**config.mk**
```make
export PLATFORM = sky130hd
export DESIGN_NAME = if_id_skid
export DESIGN_NICKNAME = d
export VERILOG_FILES = /design/src/rtl/if_id_skid_pkg.sv /design/src/rtl/if_id_skid_pipe_perf_cnt.sv /design/src/rtl/if_id_skid.sv
export SDC_FILE = /design/constraint.sdc
export NUM_CORES = 1
export LEC_CHECK = 0
export BUFFER_PORTS_ARGS = -buffer_cell sky130_fd_sc_hd__buf_2
export CELL_PAD_IN_SITES_DETAIL_PLACEMENT = 0
export CELL_PAD_IN_SITES_GLOBAL_PLACEMENT = 2
export CORE_AREA = 2 2 146 148
export CTS_BUF_LIST = sky130_fd_sc_hd__clkbuf_8 sky130_fd_sc_hd__clkbuf_16
export DETAILED_ROUTE_END_ITERATION = 10
export DIE_AREA = 0 0 148 150
export PLACE_DENSITY = 0.76
export REMOVE_ABC_BUFFERS = 1
export SYNTH_ARGS = -nofsm -noshare
export SYNTH_HDL_FRONTEND = slang
export SYNTH_SLANG_ARGS = --single-unit
export TNS_END_PERCENT = 100
```
**constraint.sdc**
```tcl
create_clock -name clk -period 2.3 [get_ports clk]
set_clock_uncertainty 0.15 [all_clocks]
set_input_delay 0.23 -clock clk [delete_from_list [all_inputs] [get_ports clk]]
set_output_delay 0.23 -clock clk [all_outputs]
set_load 0.02 [all_outputs]
```
**src/rtl/if_id_skid_pkg.sv**
```systemverilog
//============================================================================
// Module  : if_id_skid_pkg
// Brief   : Shared constants, defaults and state encoding for the IF/ID skid stage.
// Revision: 1.0 - initial release
//============================================================================
`default_nettype none

package if_id_skid_pkg;

    localparam int          DEF_XLEN      = 32;
    localparam int          DEF_ILEN      = 32;
    localparam logic [31:0] DEF_NOP_INSTR = 32'h0000_0013;

    localparam logic TRUE       = 1'b1;
    localparam logic FALSE      = 1'b0;
    localparam logic RST_ACTIVE = 1'b1;

    // Encoding 2'd3 is unused and recovers to ST_EMPTY.
    typedef enum logic [1:0] {
        ST_EMPTY = 2'd0,
        ST_ONE   = 2'd1,
        ST_TWO   = 2'd2
    } state_e;

endpackage : if_id_skid_pkg

`default_nettype wire

```
**src/rtl/if_id_skid_pipe_perf_cnt.sv**
```systemverilog
//============================================================================
// Module  : pipe_perf_cnt
// Brief   : 32-bit wrapping event counter with synchronous clear.
// Revision: 1.0 - initial release
//============================================================================
`default_nettype none

module pipe_perf_cnt
    import if_id_skid_pkg::*;
(
    input  logic        clk,
    input  logic        rst,
    input  logic        inc_i,
    output logic [31:0] cnt_o
);

    logic [31:0] cnt_q;

    always_ff @(posedge clk) begin
        if (rst == RST_ACTIVE) begin
            cnt_q <= '0;
        end else if (inc_i == TRUE) begin
            cnt_q <= cnt_q + 32'd1;
        end
    end

    assign cnt_o = cnt_q;

endmodule : pipe_perf_cnt

`default_nettype wire

```
**src/rtl/if_id_skid.sv**
```systemverilog
//============================================================================
// Module  : if_id_skid
// Brief   : IF/ID pipeline register with valid/ready handshake and a
//           two-entry (main + skid) buffer. Optional counters: IF_ID_SKID_PERF_EN.
// Revision: 1.0 - initial release
//============================================================================
`default_nettype none

module if_id_skid
    import if_id_skid_pkg::*;
#(
    parameter int              XLEN      = DEF_XLEN,
    parameter int              ILEN      = DEF_ILEN,
    parameter logic [ILEN-1:0] NOP_INSTR = ILEN'(DEF_NOP_INSTR)
) (
    input  logic            clk,
    input  logic            rst,
    input  logic            flush_i,
    input  logic            in_valid_i,
    output logic            in_ready_o,
    input  logic [XLEN-1:0] in_pc_i,
    input  logic [ILEN-1:0] in_instr_i,
    output logic            out_valid_o,
    input  logic            out_ready_i,
    output logic [XLEN-1:0] out_pc_o,
    output logic [ILEN-1:0] out_instr_o
`ifdef IF_ID_SKID_PERF_EN
    ,
    output logic [31:0]     stall_cnt_o,
    output logic [31:0]     flush_cnt_o
`endif
);

    state_e          state_q,    state_d;
    logic [XLEN-1:0] m_pc_q,     m_pc_d;
    logic [ILEN-1:0] m_instr_q,  m_instr_d;
    logic [XLEN-1:0] s_pc_q,     s_pc_d;
    logic [ILEN-1:0] s_instr_q,  s_instr_d;

    logic m_valid;
    logic in_fire;
    logic out_fire;

    // Entry valid bits are decoded from the registered state, so in_ready has
    // no combinational dependence on out_ready.
    assign m_valid    = (state_q == ST_ONE) || (state_q == ST_TWO);
    assign in_ready_o = (state_q != ST_TWO);
    assign in_fire    = in_valid_i & in_ready_o;
    assign out_fire   = m_valid & out_ready_i;

    always_ff @(posedge clk) begin
        if (rst == RST_ACTIVE) begin
            state_q   <= ST_EMPTY;
            m_pc_q    <= '0;
            m_instr_q <= NOP_INSTR;
            s_pc_q    <= '0;
            s_instr_q <= NOP_INSTR;
        end else begin
            state_q   <= state_d;
            m_pc_q    <= m_pc_d;
            m_instr_q <= m_instr_d;
            s_pc_q    <= s_pc_d;
            s_instr_q <= s_instr_d;
        end
    end

    always_comb begin
        state_d   = state_q;
        m_pc_d    = m_pc_q;
        m_instr_d = m_instr_q;
        s_pc_d    = s_pc_q;
        s_instr_d = s_instr_q;

        if (flush_i == TRUE) begin
            state_d = ST_EMPTY;
        end else begin
            case (state_q)
                ST_EMPTY: begin
                    if (in_fire) begin
                        m_pc_d    = in_pc_i;
                        m_instr_d = in_instr_i;
                        state_d   = ST_ONE;
                    end
                end
                ST_ONE: begin
                    if (in_fire && out_fire) begin
                        m_pc_d    = in_pc_i;
                        m_instr_d = in_instr_i;
                    end else if (in_fire) begin
                        s_pc_d    = in_pc_i;
                        s_instr_d = in_instr_i;
                        state_d   = ST_TWO;
                    end else if (out_fire) begin
                        state_d   = ST_EMPTY;
                    end
                end
                ST_TWO: begin
                    if (out_fire) begin
                        m_pc_d    = s_pc_q;
                        m_instr_d = s_instr_q;
                        state_d   = ST_ONE;
                    end
                end
                default: begin
                    state_d = ST_EMPTY;
                end
            endcase
        end
    end

    assign out_valid_o = m_valid;
    assign out_pc_o    = m_valid ? m_pc_q    : '0;
    assign out_instr_o = m_valid ? m_instr_q : NOP_INSTR;

`ifdef IF_ID_SKID_PERF_EN
    logic stall_evt;
    logic flush_evt;

    assign stall_evt = m_valid & ~out_ready_i;
    assign flush_evt = flush_i & (state_q != ST_EMPTY);

    pipe_perf_cnt u_stall_cnt (
        .clk   (clk),
        .rst   (rst),
        .inc_i (stall_evt),
        .cnt_o (stall_cnt_o)
    );

    pipe_perf_cnt u_flush_cnt (
        .clk   (clk),
        .rst   (rst),
        .inc_i (flush_evt),
        .cnt_o (flush_cnt_o)
    );
`endif

endmodule : if_id_skid

`default_nettype wire

```
==> impl_metrics.csv, run 1 <==
group,metric,value,unit
final_layout,num-fill-cells,2127,
sta,min_period,2.18,ns
clock_tree,clock_latency,0.42,ns
hold_path,hold_path_depth,2,
route,wl,18.0,mm
synthesis,yosysWarnings,0,
die,die_area,22200,sq um
sta,slew_headroom,54.1,%
final_layout,register_area,2600,sq um
worst_setup_path,arrival,1.80,ns
route,dr.pass1.iters,4,
worst_setup_path,critical_path.cell_chain,"inv_1 -> ha_4 -> clkbuf_16 -> and2_1 -> buf_2",
final_layout,utilization,40.7,%
worst_setup_path,critPathBufInv,3,
final_layout,fin_nets,931,
placed_design,place_congestion,0.702,
final_layout,multi_input_area,3040,sq um
synthesis,synth_area_leaders,"dfxtp_1 (44%), mux2i_1 (11%), a21oi_1 (10%)",
sta,max_freq,459,MHz
route,remaining_drc_errors,0,
die,die_y,150,um
clock_tree,cts_inserted_buffers,17,
worst_setup_path,crit_family,"buffers and inverters",
synthesis,ys_seq_area_share,43.9,%
worst_setup_path,cp-start-kind,"flop",
grt,grt_max_degree,55,
sta,hold_ws,0.0821,ns
placed_design,port_buffers,134,
grt,first_global_vias,5084,
synthesis,ys_top_cells_by_count,"nand2_1 (131), dfxtp_1 (130), a21oi_1 (123)",
placed_design,hpwlAfterDp,10.4,mm
final_layout,fin_area,8410,sq um
grt,met1_usage,20.8,%
hold_path,worstHoldStart,"rst",
grt,antenna_found_initial,2,
worst_setup_path,r2r_start,"state_q[0]$_SDFFE_PP0P_",
clock_tree,clock-sinks,130,
sta,min_period_over_period,94.8,%
grt,grt_pass1_wl,27.1,mm
worst_setup_path,crit_fanout,17,
sta,final-setup-viol-count,0,
synthesis,synth_edf_count,0,
grt,track_usage,15.6,%
grt,use_met2,25.1,%
synthesis,syn_inst,672,
worst_setup_path,r2r-end,"m_pc_q[16]$_SDFFE_PP0P_",
worst_setup_path,r2r_setup_slack,0.13,ns
route,drt_iter0_markers,167,
sta,final_hold_viol_count,0,
route,vias,5301,
pwr,power.density,730,nW/um^2
synthesis,syn_area_per_cell,8.82,sq um
grt,grt.busiest_layer,"met2",
die,start_util,28.6,%
placed_design,dpl.cell_count,1041,
worst_setup_path,slowest_delay,0.37,ns
synthesis,synth-seq-cells,130,
clock_tree,cts_root_buf,"clkbuf_16",
synthesis,syn_area,5920,sq um
route,routedWlPerCell,15.7,um
pwr,p_leak,3.18,nW
worst_setup_path,cp.required,1.92,ns
placed_design,dpl_cell_area,6970,sq um
worst_setup_path,r2r_cells,8,
sta,finalMaxSlewViolations,0,
worst_setup_path,critical_path_class,"flop to output pin",
clock_tree,clockBufferDepth,2,
pwr,ir_drop,0.000525,V
synthesis,synth_top_area_cell,"dfxtp_1",
final_layout,layout.cells.non_filler,1146,
route,via_per_inst,4.63,
hold_path,worstHoldEndpoint,"s_pc_q[28]$_SDFFE_PP0P_",
grt,use_met3,3.84,%
hold_path,hold_path_class,"input pin to flop",
grt,overflow,0,
outcome,outcome,"completed",
route,ant_nets,0,
synthesis,synth_cell_types,33,
job,cap_violations,0,
sta,max_slew.worst_pin.slew,0.688,ns
synthesis,yosysMostFrequentCell,"nand2_1",
die,core_area,20700,sq um
worst_setup_path,slowest_stage,"dfxtp_1",
synthesis,async_flop_share,0,%
final_layout,area_growth,42.0,%
die,die_w,148,um
clock_tree,clk_pin_slew_worst_paths,0.06,ns
synthesis,synth_flop_cell,"dfxtp_1",
die,rows,53,
synthesis,synth_top_area_share,43.9,%
final_layout,drive_gt1_share,26.3,%
die,ios,135,
clock_tree,htree_num_levels,4,
clock_tree,cts_tree,"built",
worst_setup_path,worstSetupEndpointType,"output pin",
==> what timing repair did <==
item / 4_1_cts / 5_1_grt
hold buffers: 64 / 0
setup buffers: 0 / 3
pin swaps: 0 / 2
setup endpoints to repair: 32 / 113
cloned: 1 / 5
resized for setup: 1 / 4
endpoints found under the hold margin: 76 / 0
==> cell usage in the layout (no fill, tap or decap), drive strengths merged, types with 2 or more instances in the layout <==
cell         synthesis  final
nor2                 2      2
nand3                3      3
a211oi              62     62
o21ai                3      3
clkinvlp             0      4
o311ai               3      3
mux2i               66     66
clkinv               0      5
and2                62     62
dfxtp              130    130
bufinv               0      4
nand2              131    131
inv                  6      6
ha                   4      4
nand2b               4      4
a21oi              123    123
clkbuf              37     22
dlygate4sd3          0     64
buf                 24    160
==> sequential cells by signal, summed over array words and instances (netlist names) <==
name,flops
m_instr_q,32
m_pc_q,32
s_instr_q,32
s_pc_q,32
state_q,2
==> kinds of logic after synthesis <==
kind of cell / count (synthesis) / share of synthesized area (%)
simple gates: 208 / 16.5
compound gates: 197 / 22.1
flops: 130 / 43.9
buf+inv: 67 / 5.45
mux: 66 / 11.2
fa+ha+maj: 4 / 0.845
==> metrics by stage <==
stage                     power, W  setup WS (ns)  setup TNS (ns)
after floorplan            0.00285          -2.32         -297.76
after global placement     0.00317          0.118               0
after detailed placement   0.00317         0.0401               0
after CTS                  0.00617        -0.0338         -0.0495
after global routing       0.00641      -0.000753       -0.000753
final                      0.00614          0.119               0
==> how the worst max path moves through the flow <==
stage                                       start  cells after the start  slack, ns                         end
after floorplan           state_q[0]$_SDFFE_PP0P_                      6      -2.32  m_instr_q[24]$_SDFFE_PP0P_
after detailed placement  state_q[0]$_SDFFE_PP0P_                      7       0.04     m_pc_q[16]$_SDFFE_PP0P_
after global routing      state_q[0]$_SDFFE_PP0P_                      8    -0.0008  m_instr_q[15]$_SDFFE_PP0P_
final                     state_q[0]$_SDFFE_PP0P_                      5       0.12                out_pc_o[10]
after global placement    state_q[0]$_SDFFE_PP0P_                      7       0.12     m_pc_q[15]$_SDFFE_PP0P_
after CTS                 state_q[0]$_SDFFE_PP0P_                      5      -0.03             out_instr_o[15]
==> worst reg2reg max path, stage by stage, from the launching register on <==
cell and delay [ns]:
dfxtp_1 0.37, inv_1 0.13, ha_4 0.36, nand4b_1 0.18, and2_2 0.31, nor2_4 0.16, buf_12 0.14, buf_12 0.16
a211oi_1 0.10
==> layout make-up <==
cell class,count,area share (%)
Antenna cell,1,0.0297
Timing Repair Buffer,228,21.1
Clock buffer,18,5.22
Inverter,6,0.268
Clock inverter,13,2.22
Sequential cell,130,30.9
Tap cell,275,4.09
Multi-Input combinational cell,475,36.2
==> layer usage <==
layer	vias up	routed length [um]	share of wire [%]
met1	2449	8780	49
met2	116	8110	45
met5	-	13	0.072
met3	20	913	5.1
li1	2714	-	-
met4	2	195	1.1
==> where the power goes <==
group          leakage (nW)  internal, W  switching, W
clock                 0.294      0.00184       0.00104
sequential             1.06      0.00237     0.0000557
combinational          1.83     0.000389      0.000449
total                  3.18      0.00460       0.00154
(Power assumes the default switching activity.)
==> run 2, diff against run 1 <==
CORE_AREA = 2 2 140 142   (was 2 2 146 148)
DIE_AREA = 0 0 142 144   (was 0 0 148 150)
PLACE_DENSITY = 0.78   (was 0.76)
clock period = 2.2 ns   (was 2.3 ns; I/O delays follow)
==> run 2 against run 1 <==
Net effect: first-iteration DRC count up 66%; cell count down 3.1%; power down 2.0%; count of clock-buffer cells in the layout up 1; clock power down 11%; via count up 3.1%; worst hold slack better by 0.0077 ns; cell area down 0.58%; setup slack worse by 0.080 ns; flip-flop and latch count unchanged; core utilization up 3.2 points.
==> impl_metrics.csv, run 2 (synthesis results as in run 1) <==
group,metric,value,unit
route,remaining_drc_errors,0,
clock_tree,clock-sinks,130,
grt,track_usage,17.5,%
die,die_w,142,um
route,wl,18.7,mm
pwr,p_leak,3.20,nW
pwr,clkPwrFrac,42.5,%
route,via_per_inst,4.92,
worst_setup_path,critPathBufInv,4,
worst_setup_path,arrival,2.34,ns
pwr,ir_drop,0.000546,V
die,start_util,31.1,%
final_layout,utilization,43.8,%
worst_setup_path,critical_path_class,"flop to flop",
clock_tree,cts_root_buf,"clkbuf_16",
hold_path,hold_path_class,"input pin to flop",
pwr,switching_power,0.00153,W
final_layout,drive_gt1_share,26.6,%
final_layout,final_common_cell,"buf_2",
outcome,outcome,"completed",
worst_setup_path,crit_family,"compound AO/OA/AOI/OAI gates",
die,core_area,19100,sq um
sta,fin_tns_setup,0,ns
clock_tree,htree_num_levels,4,
die,ios,135,
final_layout,num-fill-cells,1863,
die,die_area,20400,sq um
sta,slew_headroom,70.5,%
sta,min_period_over_period,98.2,%
route,drt_iter0_markers,277,
grt,first_global_vias,5387,
worst_setup_path,worstSetupEndpointType,"flop",
pwr,power.density,719,nW/um^2
pwr,p_sw_share,25.5,%
die,rows,51,
sta,min_period,2.16,ns
clock_tree,cts_tree,"built",
grt,grt_pass1_wl,28.2,mm
job,cap_violations,0,
worst_setup_path,slowest_stage,"a2111oi_4",
grt,overflow,0,
grt,antenna_found_initial,1,
final_layout,fin_nets,934,
grt,grt_max_degree,60,
route,vias,5466,
die,die_y,144,um
placed_design,dpl_worst_slack,0.0101,ns
clock_tree,clockBufferDepth,2,
clock_tree,clk_pin_slew_worst_paths,0.05,ns
final_layout,fin_area,8360,sq um
final_layout,final_cell_mix,"buf_2 (133), nand2_1 (130), dfxtp_1 (129)",
placed_design,port_buffers,134,
worst_setup_path,crit_fanout,11,
pwr,p_seq_share,42.3,%
sta,finalMaxSlewViolations,0,
sta,max_slew.worst_pin.slew,0.442,ns
final_layout,area_growth,41.2,%
sta,max_freq,463,MHz
route,routedWlPerCell,16.9,um
route,dr.pass1.iters,4,
placed_design,hpwlAfterDp,10.4,mm
sta,finalWorstSetupSlack,0.0395,ns
worst_setup_path,slowest_delay,0.50,ns
worst_setup_path,cp.required,2.37,ns
sta,final_hold_viol_count,0,
pwr,combPwrFrac,15.2,%
clock_tree,cts_inserted_buffers,17,
pwr,p_int,0.00448,W
worst_setup_path,critical_path.cell_chain,"inv_2 -> buf_4 -> ha_4 -> a2111oi_4 -> buf_6 -> clkbuf_16 -> a21oi_1 -> a211oi_1",
placed_design,dpl_cell_area,6920,sq um
sta,final-setup-viol-count,0,
placed_design,place_congestion,0.723,
route,ant_nets,0,
clock_tree,clock_latency,0.42,ns
worst_setup_path,cp-start-kind,"flop",
==> run 2: changes by cell type in the layout (fill, tap and decap cells not counted), sizes merged <==
cell,delta
bufinv,-3
inv,+4
clkinvlp,-4
buf,+2
clkbuf,+2
==> run 2: cell type report <==
cell class	instances	area, sq um	area share [%]
Antenna cell	1	2.50	0.0299
Clock buffer	19	453	5.42
Clock inverter	10	73.8	0.883
Inverter	6	22.5	0.269
Multi-Input combinational cell	475	3070	36.7
Sequential cell	130	2600	31.1
Tap cell	238	298	3.56
Timing Repair Buffer	231	1840	22.0
==> run 2: worst paths after layout <==
| kind | startpoint | depth (start not counted) | slack [ns] | to |
|---|---|---|---|---|
| max | state_q[0]$_SDFFE_PP0P_ | 8 | 0.04 | m_instr_q[13]$_SDFFE_PP0P_ |
| min | rst | 2 | 0.09 | s_instr_q[23]$_SDFFE_PP0P_ |
| max reg2reg | state_q[0]$_SDFFE_PP0P_ | 8 | 0.04 | m_instr_q[13]$_SDFFE_PP0P_ |
| min reg2reg | s_pc_q[22]$_SDFFE_PP0P_ | 2 | 0.30 | s_pc_q[22]$_SDFFE_PP0P_ |
==> run 2: metrics by stage <==
| stage | total power (W) | instances | hold WS [ns] |
|---|---|---|---|
| global placement | 0.00330 | 1005 | 0.291 |
| finish | 0.00602 | 1110 | 0.0897 |
| global route | 0.00630 | 1110 | 0.0959 |
| floorplan | 0.00297 | 611 | 0.135 |
| detailed placement | 0.00332 | 1005 | 0.296 |
| CTS | 0.00601 | 1101 | 0.0789 |
==> run 2: timing repair <==
action | 4_1_cts | 5_1_grt
endpoints found under the hold margin | 69 | 0
endpoints found under the setup margin | 61 | 90
pin swaps | 1 | 5
cloned | 1 | 6
buffers inserted | 2 | 2
hold buffers | 64 | 0
gates resized for setup | 7 | 15
==> run 2: layer usage <==
metal | share of wire, % | vias to the layer above | global-route usage (%)
met5 | 0 | - | 0
met4 | 0.97 | 0 | 5.89
met3 | 3.9 | 13 | 3.77
met2 | 48 | 112 | 28.9
met1 | 48 | 2629 | 22.8
li1 | - | 2712 | -
==> run 2: power by group through the flow <==
stage	Clock, W	Sequential, W	Combinational (W)
after floorplan	0	0.00257	0.000403
after global placement	0	0.00259	0.000708
after detailed placement	0	0.00259	0.000726
after CTS	0.00262	0.00254	0.000846
after global routing	0.00274	0.00256	0.00100
final	0.00255	0.00254	0.000917
